<file path="src/rtl/gcd_pkg.sv">
// Shared types and constants for the subtractive GCD unit.
package gcd_pkg;

    typedef enum logic [1:0] {
        IDLE,
        CALC,
        DONE
    } gcd_state_t;

    // Operand mux selects: load a fresh operand or take the difference.
    localparam logic SEL_DIFF = 1'b0;
    localparam logic SEL_LOAD = 1'b1;

endpackage

</file>
<file path="src/rtl/mux2to1_nbits.sv">
// Plain SIZE-bit two-input multiplexer; sel=1 picks in1.
module mux2to1_nbits #(
    parameter int unsigned SIZE = 8
) (
    input  logic [SIZE-1:0] in0,
    input  logic [SIZE-1:0] in1,
    input  logic            sel,
    output logic [SIZE-1:0] out
);

    // Select between the two inputs.
    always_comb begin
        out = sel ? in1 : in0;
    end

endmodule

</file>
<file path="src/rtl/gcd_nbits.sv">
// Sequential GCD by repeated subtraction with ready/valid on both sides.
module gcd_nbits
    import gcd_pkg::*;
#(
    parameter int unsigned SIZE = 8
) (
    input  logic            clk,
    input  logic            reset_n,
    input  logic            in_valid,
    output logic            in_ready,
    input  logic [SIZE-1:0] a_in,
    input  logic [SIZE-1:0] b_in,
    output logic            out_valid,
    input  logic            out_ready,
    output logic [SIZE-1:0] gcd_out
);

    gcd_state_t      state;
    logic [SIZE-1:0] reg_a;
    logic [SIZE-1:0] reg_b;
    logic [SIZE-1:0] next_a;
    logic [SIZE-1:0] next_b;
    logic [SIZE-1:0] diff_ab;
    logic [SIZE-1:0] diff_ba;
    logic            a_zero;
    logic            b_zero;
    logic            a_eq_b;
    logic            a_gt_b;
    logic            calc_done;
    logic            mux_sel;
    logic            ld_a;
    logic            ld_b;

    // Comparator and subtractors; the larger operand is always the minuend, so no borrow is kept.
    always_comb begin
        diff_ab   = reg_a - reg_b;
        diff_ba   = reg_b - reg_a;
        a_zero    = (reg_a == '0);
        b_zero    = (reg_b == '0);
        a_eq_b    = (reg_a == reg_b);
        a_gt_b    = (reg_a > reg_b);
        calc_done = b_zero || a_zero || a_eq_b;
    end

    // Mux select and per-register load enables; at most one register moves per CALC cycle.
    always_comb begin
        mux_sel = SEL_DIFF;
        ld_a    = 1'b0;
        ld_b    = 1'b0;
        case (state)
            IDLE: begin
                mux_sel = SEL_LOAD;
                ld_a    = in_valid && in_ready;
                ld_b    = in_valid && in_ready;
            end
            CALC: begin
                if (!calc_done) begin
                    ld_a = a_gt_b;
                    ld_b = !a_gt_b;
                end
            end
            default: ;
        endcase
    end

    mux2to1_nbits #(.SIZE(SIZE)) u_mux_a (
        .in0 (diff_ab),
        .in1 (a_in),
        .sel (mux_sel),
        .out (next_a)
    );

    mux2to1_nbits #(.SIZE(SIZE)) u_mux_b (
        .in0 (diff_ba),
        .in1 (b_in),
        .sel (mux_sel),
        .out (next_b)
    );

    // Operand registers, written only when their load enable is set.
    always_ff @(posedge clk or negedge reset_n) begin
        if (!reset_n) begin
            reg_a <= '0;
            reg_b <= '0;
        end else begin
            if (ld_a) reg_a <= next_a;
            if (ld_b) reg_b <= next_b;
        end
    end

    // Controller FSM with registered handshake outputs and result.
    always_ff @(posedge clk or negedge reset_n) begin
        if (!reset_n) begin
            state     <= IDLE;
            gcd_out   <= '0;
            out_valid <= 1'b0;
            in_ready  <= 1'b1;
        end else begin
            case (state)
                IDLE: begin
                    if (in_valid && in_ready) begin
                        state    <= CALC;
                        in_ready <= 1'b0;
                    end
                end
                CALC: begin
                    if (calc_done) begin
                        // Zero checks first: gcd(x,0)=x and gcd(0,x)=x.
                        if (b_zero) begin
                            gcd_out <= reg_a;
                        end else if (a_zero) begin
                            gcd_out <= reg_b;
                        end else begin
                            gcd_out <= reg_a;
                        end
                        state     <= DONE;
                        out_valid <= 1'b1;
                    end
                end
                DONE: begin
                    if (out_ready) begin
                        state     <= IDLE;
                        out_valid <= 1'b0;
                        in_ready  <= 1'b1;
                    end
                end
                default: begin
                    state     <= IDLE;
                    out_valid <= 1'b0;
                    in_ready  <= 1'b1;
                end
            endcase
        end
    end

endmodule

</file>
<file path="config.mk">
export PLATFORM = sky130hd
export DESIGN_NAME = gcd_nbits
export DESIGN_NICKNAME = d
export VERILOG_FILES = /design/src/rtl/gcd_pkg.sv /design/src/rtl/mux2to1_nbits.sv /design/src/rtl/gcd_nbits.sv
export SDC_FILE = /design/constraint.sdc
export NUM_CORES = 1
export LEC_CHECK = 0
export CAP_MARGIN = 10
export CORE_UTILIZATION = 50
export CTS_CLUSTER_DIAMETER = 30
export DETAILED_ROUTE_END_ITERATION = 16
export PLACE_DENSITY = 0.83
export SLEW_MARGIN = 15
export SYNTH_ARGS = -nofsm -noshare
export SYNTH_HDL_FRONTEND = slang
export SYNTH_SLANG_ARGS = --single-unit
</file>
<file path="constraint.sdc">
create_clock -name clk -period 2.27 [get_ports clk]
set_input_delay 0.227 -clock clk [delete_from_list [all_inputs] [get_ports clk]]
set_output_delay 0.227 -clock clk [all_outputs]
set_load 0.05 [all_outputs]
</file>
==> results_dict.tcl <==
set metrics [dict create \
    end_kind "flip-flop" \
    global_route.peak_usage_layer "met2" \
    placementRows 23 \
    yosys_warnings 0 \
    grt-ovfl-total 0 \
    drive_gt1_share_pct 22.6 \
    critical_path.max_fanout 8 \
    num_antenna_cells 0 \
    post_route_drc 0 \
    yosys.area_share.xor_xnor_pct 0.401 \
    synth_nets 283 \
    hold_viol_final 0 \
    most_used_dff_post_synth "sky130_fd_sc_hd__dfrtp_1" \
    clockBufferDepth 2 \
    transition_time_of_the_tightest_slew_check_pin_ns 0.491 \
    grtUsageMet1_pct 35.1 \
    synth-compound-area-share_pct 22.1 \
    vias_per_cell 6.20 \
    timing_worst_setup_path_type "reg -> reg" \
    timing.critical_path.slowest_stage_cell "sky130_fd_sc_hd__dfrtp_1" \
    final_worst_setup_slack_ns -0.0715 \
    synth.avg_cell_area_um2 8.88 \
    via_count_of_the_first_global_routing_pass 1985 \
    placeableCoreArea_mm2 0.00409 \
    fmaxAchievable_mhz 427 \
    number_of_flops_mapped_to_enable_cells_by_yosys 0 \
    cts_root_buf "sky130_fd_sc_hd__clkbuf_8" \
    design.portCount 30 \
    postPlaceCellArea_mm2 0.00270 \
    tritoncts_buffer_count 3 \
    synth_area_leader_cell "sky130_fd_sc_hd__dfrtp_1" \
    finalCriticalPeriod_ns 2.34 \
    die_area_mm2 0.00463 \
    finalSetupViolations 6 \
    fp.dieH_um 68.1 \
    dr.pass1.iters 7 \
    simple_gate_share_of_the_synthesized_area_pct 19.4 \
    wl_per_cell_um 18.5 \
    synth_fa_ha_area_share_pct 10.4 \
    slew_violations 0 \
    grt_pass1_wl_mm 9.63 \
    synth.ff_latch_count 28 \
    critical_path.cell_chain "ha_4 > fa_2 > nand2b_4 > a211oi_4 > o22ai_4 > o32ai_4 > buf_12 > mux2_4" \
    place_hpwl_mm 4.72 \
    postSynthCellCount 246 \
    totalNegativeSetupSlack_ns -0.335 \
    synthToLayoutAreaGrowth_pct 32.8 \
    final.period_utilization_pct 103 \
    routed-via-count 2153 \
    worst-endpoint-required_ns 2.44 \
    hold_path.class "in -> async" \
    layout_common_cells "sky130_fd_sc_hd__a21oi_1, sky130_fd_sc_hd__clkdlybuf4s50_1, sky130_fd_sc_hd__nor2_1, sky130_fd_sc_hd__buf_4, sky130_fd_sc_hd__dfrtp_1" \
    status "finished, violations left" \
    crit_path_start_kind "flip-flop" \
    clk-insertion-delay-late_ns 0.28 \
    critical-path-max-stage-delay_ns 0.44 \
    synth.mux.area_fraction_pct 9.23 \
    met3_usage_pct 4.17 \
    tritoncts "done" \
    die_width_um 68.1 \
    dominant_combinational_cell_family_by_area_after_synthesis "compound AO/OA/AOI/OAI gates" \
    cp.arrival_ns 2.51 \
    grt_util_all_layers_pct 29.1 \
    cts.sinks 28 \
    max-slew-margin-rel_pct 67.1 \
    sequential_cell_area_fraction_in_the_yosys_report_pct 32.1 \
    place.gp.congestion 0.889 \
    number_of_unique_standard_cell_types_used_by_synthesis 49 \
    grt_antenna_before_repair 0 \
    failed_checks "setup timing" \
    initial_utilization_pct 53.4 \
    maxCapViolCount 0 \
    leakage_nw 1.29 \
    ant_nets 0 \
    vdd.ir_drop.worst_v 0.000360 \
    synthTopCellsByArea "sky130_fd_sc_hd__dfrtp_1, sky130_fd_sc_hd__ha_1, sky130_fd_sc_hd__a21oi_1, sky130_fd_sc_hd__nor2_1, sky130_fd_sc_hd__o21ai_0" \
    final_area_mm2 0.00290 \
    pin_count_of_the_biggest_net_entering_global_routing 29 \
    groute.layer.met2.usage_pct 50.7 \
    cellPowerDensity_mw_per_mm2 332 \
    ctsHtreeMaxLevel 1 \
    holdBufCountCts 0 \
    async_flop_share_pct 100 \
    cts.clk_slew.worst_paths_ns 0.10 \
    drt_wl_total_mm 6.41 \
    synth.top_cell.area_share_pct 30.9 \
    drt-initial-drc-count 174 \
    layout.nets 335 \
    grt_setup_unrepaired "yes" \
    synth_cell_area_mm2 0.00218 \
    port-buffer-count 29 \
    worst_clock_skew_ns 0.00350 \
]
==> through the flow <==
step | setup WS (ns) | util (%) | power, mW | instances | hold slack, ns
floorplan | -0.0656 | - | 0.522 | 246 | -0.0686
CTS | -0.00473 | 68.5 | 0.964 | 346 | 0.332
global placement | 0.0359 | 66.1 | 0.570 | 340 | 0.505
global route | -0.0918 | 70.9 | 0.985 | 347 | 0.375
finish | -0.0715 | 70.9 | 0.961 | 347 | 0.322
detailed placement | -0.0323 | 66.1 | 0.570 | 340 | 0.517
==> layout make-up <==
cell class              count  area [um^2]
fillers                   330         1190
repair buffers             59          532
inverters                  18         67.6
clock inverters             1         30.0
clock buffers               3         41.3
well taps                  50         62.6
flip-flops and latches     28          702
multi-input cells         188         1460
==> sequential cells by signal (all words and copies together), names as in the netlist <==
signal and count:
reg_b 8, reg_a 8, gcd_out 8, out_valid 1, state 2, in_ready 1
==> power breakdown <==
| part | internal, mW | switching (mW) | leakage, nW |
|---|---|---|---|
| Clock | 0.236 | 0.164 | 0.0357 |
| Sequential | 0.498 | 0 | 0.335 |
| Combinational | 0.0375 | 0.0244 | 0.917 |
| Total | 0.772 | 0.189 | 1.29 |
==> cells by family (layout without fill, tap and decap cells) <==
kind of cell,after synthesis,in the layout
AOI/OAI and AO/OA,73,73
adders and majority gates,17,17
buffers and inverters,30,81
DFF,28,28
muxes,17,17
xor gates and xnor gates,1,1
and+or+nand+nor,80,80
==> what timing repair did <==
item | in CTS | in global routing
pin swaps | 1 | 1
setup buffers | 2 | 1
resized for setup | 3 | 12
setup endpoints to repair | 10 | 14
==> worst paths after layout <==
path                             from         end  slack [ns]  cells past startpoint
max                          reg_b[0]    reg_a[5]       -0.07                      8
min                           reset_n    reg_a[4]        0.32                      2
max reg2reg                  reg_b[0]    reg_a[5]       -0.07                      8
min reg2reg                gcd_out[7]  gcd_out[7]        0.53                      2
max in group asynchronous     reset_n    in_ready        1.63                      2
min in group clk           gcd_out[7]  gcd_out[7]        0.53                      2
==> critical path, delay by kind of cell (launching register included) <==
family	cells	cell delay [ns]
muxes	1	0.30
DFF	1	0.44
and+or+nand+nor	1	0.17
adders and majority gates	2	0.52
AOI/OAI and AO/OA	3	0.63
buffers and inverters	1	0.18
==> Yosys cell counts (2+ instances only) <==
| library cell | number |
|---|---|
| sky130_fd_sc_hd__ha_1 | 15 |
| sky130_fd_sc_hd__inv_1 | 18 |
| sky130_fd_sc_hd__buf_2 | 2 |
| sky130_fd_sc_hd__mux2_4 | 5 |
| sky130_fd_sc_hd__nand2b_1 | 4 |
| sky130_fd_sc_hd__o21a_1 | 2 |
| sky130_fd_sc_hd__dfrtp_1 | 27 |
| sky130_fd_sc_hd__nand3_1 | 9 |
| sky130_fd_sc_hd__o21ai_0 | 21 |
| sky130_fd_sc_hd__nor2_1 | 28 |
| sky130_fd_sc_hd__nand2_1 | 12 |
| sky130_fd_sc_hd__buf_4 | 4 |
| sky130_fd_sc_hd__mux2_2 | 4 |
| sky130_fd_sc_hd__mux2i_1 | 7 |
| sky130_fd_sc_hd__fa_1 | 2 |
| sky130_fd_sc_hd__nor3b_1 | 5 |
| sky130_fd_sc_hd__a21oi_1 | 29 |
| sky130_fd_sc_hd__a211oi_1 | 7 |
| sky130_fd_sc_hd__nor4_1 | 4 |
| sky130_fd_sc_hd__clkbuf_1 | 3 |
| sky130_fd_sc_hd__nor2b_1 | 2 |
| sky130_fd_sc_hd__o211ai_1 | 2 |
| sky130_fd_sc_hd__or4_1 | 6 |
| sky130_fd_sc_hd__o31ai_1 | 3 |
==> per-layer routing <==
metal | wire length (um) | vias up
li1 | - | 980
met1 | 2550 | 1038
met2 | 3230 | 107
met3 | 347 | 28
met4 | 280 | 0
met5 | 0 | -
Power figures use the tool's default switching activity.
